$ cat src/rtl/msrv32_machine_control.sv
// rtl/msrv32_machine_control.sv - machine-mode trap/MRET sequencer for the msrv32 core
module msrv32_machine_control #(
    parameter int RESET_CYCLES = 1
) (
    input  logic       ms_riscv32_mp_clk_in,
    input  logic       ms_riscv32_mp_rst_in,
    input  logic       illegal_instr_in,
    input  logic       misaligned_instr_in,
    input  logic       misaligned_load_in,
    input  logic       misaligned_store_in,
    input  logic [4:0] opcode_6_to_2_in,
    input  logic [2:0] funct3_in,
    input  logic [6:0] funct7_in,
    input  logic [4:0] rs1_addr_in,
    input  logic [4:0] rs2_addr_in,
    input  logic [4:0] rd_addr_in,
    input  logic       mie_in,
    input  logic       meie_in,
    input  logic       mtie_in,
    input  logic       msie_in,
    input  logic       meip_in,
    input  logic       mtip_in,
    input  logic       msip_in,
    output logic [1:0] pc_src_out,
    output logic       flush_out,
    output logic       trap_taken_out,
    output logic       set_epc_out,
    output logic       set_cause_out,
    output logic [3:0] cause_out,
    output logic       i_or_e_out,
    output logic       mie_clear_out,
    output logic       mie_set_out,
    output logic       misaligned_exception_out,
    output logic       instret_inc_out
);

    localparam int CW = (RESET_CYCLES > 1) ? $clog2(RESET_CYCLES) : 1;

    typedef enum logic [1:0] {
        STATE_RESET       = 2'b00,
        STATE_OPERATING   = 2'b01,
        STATE_TRAP_TAKEN  = 2'b10,
        STATE_TRAP_RETURN = 2'b11
    } state_t;

    state_t          r_state;
    state_t          w_next_state;
    logic [CW-1:0]   r_rst_cnt;
    logic [3:0]      r_cause;
    logic            r_i_or_e;

    logic            w_sys;
    logic            w_ecall;
    logic            w_ebreak;
    logic            w_mret;
    logic            w_exception;
    logic            w_irq;
    logic            w_ext_irq;
    logic            w_sw_irq;
    logic            w_tmr_irq;
    logic [3:0]      w_exc_cause;
    logic [3:0]      w_irq_cause;
    logic            w_misaligned;

    assign w_sys    = (opcode_6_to_2_in == 5'b11100) && (funct3_in == 3'b000) &&
                      (rs1_addr_in == 5'd0) && (rd_addr_in == 5'd0);
    assign w_ecall  = w_sys && (funct7_in == 7'd0) && (rs2_addr_in == 5'd0);
    assign w_ebreak = w_sys && (funct7_in == 7'd0) && (rs2_addr_in == 5'd1);
    assign w_mret   = w_sys && (funct7_in == 7'b0011000) && (rs2_addr_in == 5'b00010);

    assign w_misaligned = misaligned_instr_in | misaligned_load_in | misaligned_store_in;
    assign w_exception  = w_misaligned | illegal_instr_in | w_ebreak | w_ecall;

    assign w_ext_irq = meie_in & meip_in;
    assign w_sw_irq  = msie_in & msip_in;
    assign w_tmr_irq = mtie_in & mtip_in;
    assign w_irq     = mie_in & (w_ext_irq | w_sw_irq | w_tmr_irq);

    always_comb begin
        w_exc_cause = 4'd11;
        if (misaligned_instr_in)      w_exc_cause = 4'd0;
        else if (illegal_instr_in)    w_exc_cause = 4'd2;
        else if (w_ebreak)            w_exc_cause = 4'd3;
        else if (misaligned_load_in)  w_exc_cause = 4'd4;
        else if (misaligned_store_in) w_exc_cause = 4'd6;
    end

    always_comb begin
        w_irq_cause = 4'd7;
        if (w_ext_irq)     w_irq_cause = 4'd11;
        else if (w_sw_irq) w_irq_cause = 4'd3;
    end

    // Cause and interrupt flag are captured only on the OPERATING->TRAP_TAKEN edge
    always_ff @(posedge ms_riscv32_mp_clk_in) begin
        if (!ms_riscv32_mp_rst_in) begin
            r_state   <= STATE_RESET;
            r_rst_cnt <= '0;
            r_cause   <= 4'd0;
            r_i_or_e  <= 1'b0;
        end else begin
            r_state <= w_next_state;
            if (r_state == STATE_RESET) begin
                r_rst_cnt <= r_rst_cnt + CW'(1);
            end
            if (r_state == STATE_OPERATING) begin
                if (w_exception) begin
                    r_cause  <= w_exc_cause;
                    r_i_or_e <= 1'b0;
                end else if (w_irq) begin
                    r_cause  <= w_irq_cause;
                    r_i_or_e <= 1'b1;
                end
            end
        end
    end

    always_comb begin
        w_next_state = r_state;
        case (r_state)
            STATE_RESET: begin
                if (r_rst_cnt == CW'(RESET_CYCLES - 1)) w_next_state = STATE_OPERATING;
            end
            STATE_OPERATING: begin
                if (w_exception || w_irq) w_next_state = STATE_TRAP_TAKEN;
                else if (w_mret)          w_next_state = STATE_TRAP_RETURN;
            end
            STATE_TRAP_TAKEN:  w_next_state = STATE_OPERATING;
            STATE_TRAP_RETURN: w_next_state = STATE_OPERATING;
            default:           w_next_state = STATE_RESET;
        endcase
    end

    always_comb begin
        pc_src_out               = 2'b00;
        flush_out                = 1'b0;
        trap_taken_out           = 1'b0;
        set_epc_out              = 1'b0;
        set_cause_out            = 1'b0;
        mie_clear_out            = 1'b0;
        mie_set_out              = 1'b0;
        instret_inc_out          = 1'b0;
        misaligned_exception_out = 1'b0;
        case (r_state)
            STATE_RESET: begin
                pc_src_out = 2'b00;
                flush_out  = 1'b1;
            end
            STATE_OPERATING: begin
                pc_src_out               = 2'b11;
                instret_inc_out          = 1'b1;
                misaligned_exception_out = w_misaligned;
            end
            STATE_TRAP_TAKEN: begin
                pc_src_out     = 2'b10;
                flush_out      = 1'b1;
                trap_taken_out = 1'b1;
                set_epc_out    = 1'b1;
                set_cause_out  = 1'b1;
                mie_clear_out  = 1'b1;
            end
            STATE_TRAP_RETURN: begin
                pc_src_out  = 2'b01;
                flush_out   = 1'b1;
                mie_set_out = 1'b1;
            end
            default: begin
                pc_src_out = 2'b00;
                flush_out  = 1'b1;
            end
        endcase
    end

    assign cause_out  = r_cause;
    assign i_or_e_out = r_i_or_e;

endmodule

$ cat config.mk
export PLATFORM = sky130hd
export DESIGN_NAME = msrv32_machine_control
export DESIGN_NICKNAME = d
export VERILOG_FILES = /design/src/rtl/msrv32_machine_control.sv
export SDC_FILE = /design/constraint.sdc
export NUM_CORES = 1
export LEC_CHECK = 0
export BUFFER_PORTS_ARGS = -buffer_cell sky130_fd_sc_hd__buf_2
export CORE_ASPECT_RATIO = 0.9
export CORE_MARGIN = 4
export CORE_UTILIZATION = 39
export CTS_CLUSTER_SIZE = 24
export DETAILED_ROUTE_END_ITERATION = 10
export HOLD_SLACK_MARGIN = 0.12
export PLACE_DENSITY = 0.9
export SYNTH_ARGS = -nofsm -noshare
export SYNTH_HDL_FRONTEND = slang
export SYNTH_SLANG_ARGS = --single-unit
$ cat constraint.sdc
create_clock -name ms_riscv32_mp_clk_in -period 4.2 [get_ports ms_riscv32_mp_clk_in]
set_input_delay 0.63 -clock ms_riscv32_mp_clk_in [delete_from_list [all_inputs] [get_ports ms_riscv32_mp_clk_in]]
set_output_delay 0.63 -clock ms_riscv32_mp_clk_in [all_outputs]
set_load 0.005 [all_outputs]
==> flow_summary.toml, run 1 <==
[synthesis]
syn_avg_cell_area_um2 = 8.53
synth_compound_gate_area_share_pct = 26.1
ys.flop_type = "dfxtp_1"
synth_edf_count = 0
synth_top_family_by_area = "simple AND/OR/NAND/NOR gates"
synth_top_area_share_pct = 24.7
synth_top_cells_by_area = "dfxtp_1 (25%), ha_1 (9.7%), buf_4 (3.5%)"
syn_nets = 124
yosys_warnings = 0
synth_area_leader_cell = "dfxtp_1"
ys_ff_latch = 8
synthAdderAreaFrac_pct = 9.65
yosys.area_share.xor_xnor_pct = 1.35
syn_area_um2 = 648
yosys.area_share.simple_pct = 29.5
synth_cell_types = 35
synth_common_cells = "dfxtp_1 (8), nand2_1 (6), ha_1 (5), inv_1 (5)"
synth.most_common_cell = "dfxtp_1"
syn_inst = 76
ys_async_sr_fraction_pct = 0
muxShareOfSynthArea_pct = 1.74
ys_seq_area_share_pct = 24.7

[routing]
num_vias = 820
remaining_drc_errors = 0
firstDrtPassIters = 4
ant_nets = 0
wl_um = 2020
wl_per_cell_um = 13.1
drt_iter0_drc = 34
drt-vias-per-instance = 5.32

[sta]
worst_clock_skew_ps = 4.46
slew_headroom_pct = 68.0
fmax_mhz = 463
tns_ps = 0
hold_viol = 0
worstMarginPinSlew_ps = 473
setup_viol_count_final = 0
grt_setup_unrepaired = "false"
period_minus_slack_ps = 2160
holdWs_ps = 495
period_share_pct = 51.4
finalMaxSlewViolations = 0

[place]
hpwl_um = 1780
routabilityCongestion = 0.817
port_buffers = 57

[floorplanning]
die_y_um = 46.7
die_area_um2 = 2380
ios = 58
core_area_um2 = 1510
die_w_um = 51.0
start_util_pct = 42.8
rows = 13

[outcome]
status = "complete, no violations"

[flow_run]
cap_violations = 0

[clock_tree]
cts_resized = 0
post_cts.repair.setup_buffers = 0
cts_root_buffer = "clkbuf_4"
clkLatencyLatePin_ps = 250
cts-htree-levels = 1
clkSlewWorstSetupHoldPaths_ps = 60
tritoncts = "done"
cts_buffers = 3
clock-sinks = 8
ctsHoldBuffers = 0
clockBufferDepth = 2

[layout]
post_route_cells_drive_above_1_share_pct = 51.5
nets = 182
n_antenna_cell = 0
syn_to_final_growth_pct = 47.7

[pwr]
total_leakage_power_nw = 0.479
power.density_nw_per_um2 = 396
peakVddDrop_v = 0.000302

[worst_setup_path]
max_stage_delay_ps = 460
cp.required_ps = 4360
cp_cell_sequence = "buf_2 > nor4bb_1 > nand2_1 > and4bb_2 > mux2_2 > o32ai_1"
slowest_stage = "nor4bb_1"
end_kind = "flop"
crit_buf_inv = 1
rrSetupSlack_ps = 2770
path_class = "input pin to flop"
cp_top_family = "simple AND/OR/NAND/NOR gates"
crit_arrival_ps = 2320
critical_path.max_fanout = 3
critical_path.startpoint_type = "input pin"

[worst_hold_path]
holdCritPathClass = "flop to flop"

[grt]
grtUsageTotal_pct = 17.5
grt_max_degree = 12
overflow = 0
grt_pass1_vias = 766
antenna_found_initial = 0
grt_pass1_wl_um = 3090
==> placed cells by master, fill, tap and decap left out, types with 2 or more instances in the layout <==
| cell | instances |
|---|---|
| dfxtp_1 | 8 |
| a311oi_1 | 2 |
| a31oi_1 | 2 |
| nor2_1 | 4 |
| clkbuf_4 | 3 |
| buf_2 | 57 |
| nor3_1 | 4 |
| nand3_1 | 2 |
| inv_1 | 5 |
| a21oi_1 | 3 |
| nand2_1 | 6 |
| nand4_1 | 2 |
| or3_1 | 2 |
| ha_1 | 5 |
| nor4_1 | 3 |
| o31ai_1 | 2 |
| nor4b_1 | 2 |
| o211a_1 | 2 |
| o21ai_0 | 2 |
==> flip-flops by register name (all words and copies together), names as in the netlist <==
name	count
cause_out	4
i_or_e_out	1
r_rst_cnt	1
r_state	2
==> routing by layer <==
layer	vias up	track usage [%]	routed length (um)
met2	58	32.1	969
met1	353	19.5	788
met5	-	0	0
li1	405	-	-
met4	0	5.38	22
met3	4	5.50	240
==> worst reg2reg max path, cell delays in order, from the launching register on <==
cell	delay (ps)
dfxtp_1	430
ha_1	410
o21ai_0	210
o221a_1	260
==> cell families after synthesis <==
kind of cell,Yosys count
muxes,1
AOI/OAI and AO/OA,20
xor gates and xnor gates,1
DFF,8
and+or+nand+nor,32
adders and majority gates,5
buffers and inverters,9
==> cell type report <==
class	instances	area, um2
Clock buffer	3	22.5
Timing Repair Buffer	57	285
Fill cell	137	556
Tap cell	22	27.5
Sequential cell	8	160
Multi-Input combinational cell	59	443
Inverter	5	18.8
==> path summary, 6_finish.rpt <==
kind,depth (start not counted),start,endpoint
hold / removal,1,i_or_e_out,i_or_e_out
setup reg to reg,3,r_state[0],cause_out[1]
hold reg to reg,1,i_or_e_out,i_or_e_out
setup / recovery,6,funct3_in[1],cause_out[3]
==> stage by stage <==
step	cell area [um2]	worst slack (ps)	util, %	cells	power, mW
after global routing	957	1890	63.3	154	0.413
final	957	2040	63.3	154	0.379
after floorplan	648	2150	-	76	0.246
after detailed placement	935	1770	61.8	151	0.323
after global placement	935	1960	61.8	151	0.313
after CTS	957	2030	63.3	154	0.384
==> where the power goes <==
part / switching [mW] / internal, mW / leakage, nW
clock: 0.0256 / 0.0327 / 0.0138
sequential: 0.0204 / 0.102 / 0.0660
combinational: 0.0969 / 0.102 / 0.399
No activity file was read; power rests on OpenSTA's default activity.
==> run 2, diff against run 1 <==
- CORE_UTILIZATION: 39 -> 36
- PLACE_DENSITY: 0.9 -> 0.85
- clock period: 4.2 -> 2.2 ns (I/O delays scaled with it)
==> run 2 against run 1 <==
Effect of this change: flip-flop and latch count did not move; sequential power grew 91%; clock power grew 92%; routed wire length fell by 7.4%; highest routed layer is now met3; largest cell class unchanged.
==> flow_summary.toml, run 2 (synthesized netlist as in run 1, its figures left out) <==
[outcome]
status = "complete, no violations"

[pwr]
comb_power_share_pct = 52.2
seq_power_share_pct = 32.3
total_leakage_power_nw = 0.479
power_uw = 721
power.density_nw_per_um2 = 751
p_int_uw = 451
clkPwrFrac_pct = 15.6
switching_power_uw = 270
peakVddDrop_v = 0.000525
netSwitchingFraction_pct = 37.5

[layout]
nets = 182
largest_register_ffs = 4
final_common_cell = "buf_2"
post_route_cells_drive_above_1_share_pct = 51.5
syn_to_final_growth_pct = 48.1
fin_cells = 156
n_antenna_cell = 0
final_cell_mix = "buf_2 (57), dfxtp_1 (8), nand2_1 (6), inv_1 (5), ha_1 (5)"

[floorplanning]
ios = 58
die_w_um = 52.7
start_util_pct = 38.5
rows = 14
die_area_um2 = 2540
die_y_um = 48.3
core_area_um2 = 1680

[clock_tree]
cts-htree-levels = 1
cts_buffers = 3
clockBufferDepth = 2
clock-sinks = 8
tritoncts = "done"
ctsHoldBuffers = 0
clkLatencyLatePin_ps = 250
clkSlewWorstSetupHoldPaths_ps = 50
post_cts.repair.setup_buffers = 0
cts_resized = 0
cts_root_buffer = "clkbuf_4"

[worst_setup_path]
critical_path.max_fanout = 5
path_class = "input pin to flop"
crit_arrival_ps = 1920
end_kind = "flop"
reg2reg_depth = 3
cp.required_ps = 2360
critical_path.startpoint_type = "input pin"

[place]
routabilityCongestion = 0.797
pre_cts_slack_ps = 168
port_buffers = 57
hpwl_um = 1620
dp_cells = 153

[sta]
fmax_mhz = 569
worst_slack_ps = 444
worst_clock_skew_ps = 2.57
setup_viol_count_final = 0
grt_setup_unrepaired = "false"
tns_ps = 0
worstMarginPinSlew_ps = 435
period_minus_slack_ps = 1760
period_share_pct = 79.8
hold_viol = 0
finalMaxSlewViolations = 0
slew_headroom_pct = 70.6

[routing]
drt_iter0_drc = 23
wl_um = 1870
drt-vias-per-instance = 5.13
firstDrtPassIters = 4
remaining_drc_errors = 0
num_vias = 800
ant_nets = 0
wl_per_cell_um = 12.0

[grt]
antenna_found_initial = 0
grt_pass1_vias = 769
grt_max_degree = 12
grtUsageTotal_pct = 15.8
overflow = 0
grt_pass1_wl_um = 2960

[flow_run]
cap_violations = 0

[worst_hold_path]
holdCritPathClass = "input pin to flop"
whs_path_depth = 2
run 2: cell counts in the layout (fill, tap and decap cells not counted):
Identical to the previous run, type by type.
run 2: per-layer routing:
layer	vias to the layer above	track usage, %	part of all wire [%]
met3	0	5.20	9.8
li1	404	-	-
met1	350	17.7	42
met4	0	3.06	0
met2	46	29.7	49
met5	-	0	0
run 2: power groups by stage:
stage	clock, mW	combinational, mW	sequential [mW]
3_3_place_gp	0	0.365	0.234
6_report	0.112	0.376	0.233
3_5_place_dp	0	0.379	0.236
2_1_floorplan	0	0.237	0.232
5_1_grt	0.128	0.424	0.242
4_1_cts	0.119	0.383	0.233
run 2: final cells by class:
cell class | count | area (um2)
clock buffer | 3 | 22.5
fill | 172 | 722
inverter | 5 | 18.8
multi-input combinational | 59 | 443
sequential | 8 | 160
tap | 24 | 30.0
timing repair buffer | 57 | 285
run 2: critical path, cell delays in order:
cell      delay (ps)
buf_2            100
nor4b_1          300
nand4_1          270
and4bb_2         390
mux2_2           330
o32ai_1          200
run 2: worst paths after layout:
| path | startpoint | endpoint | slack (ps) |
|---|---|---|---|
| worst min-delay path | ms_riscv32_mp_rst_in | i_or_e_out | 380 |
| worst max-delay path | opcode_6_to_2_in[1] | cause_out[3] | 440 |
| worst max register to register | r_state[0] | cause_out[1] | 780 |
| worst min register to register | cause_out[3] | cause_out[3] | 490 |
run 2: through the flow:
| step | utilization (%) | hold WS (ps) | area [um2] |
|---|---|---|---|
| 2_1_floorplan | - | 463 | 648 |
| 3_3_place_gp | 55.7 | 469 | 937 |
| 3_5_place_dp | 55.7 | 474 | 937 |
| 4_1_cts | 57.1 | 367 | 960 |
| 5_1_grt | 57.1 | 377 | 960 |
| 6_report | 57.1 | 379 | 960 |
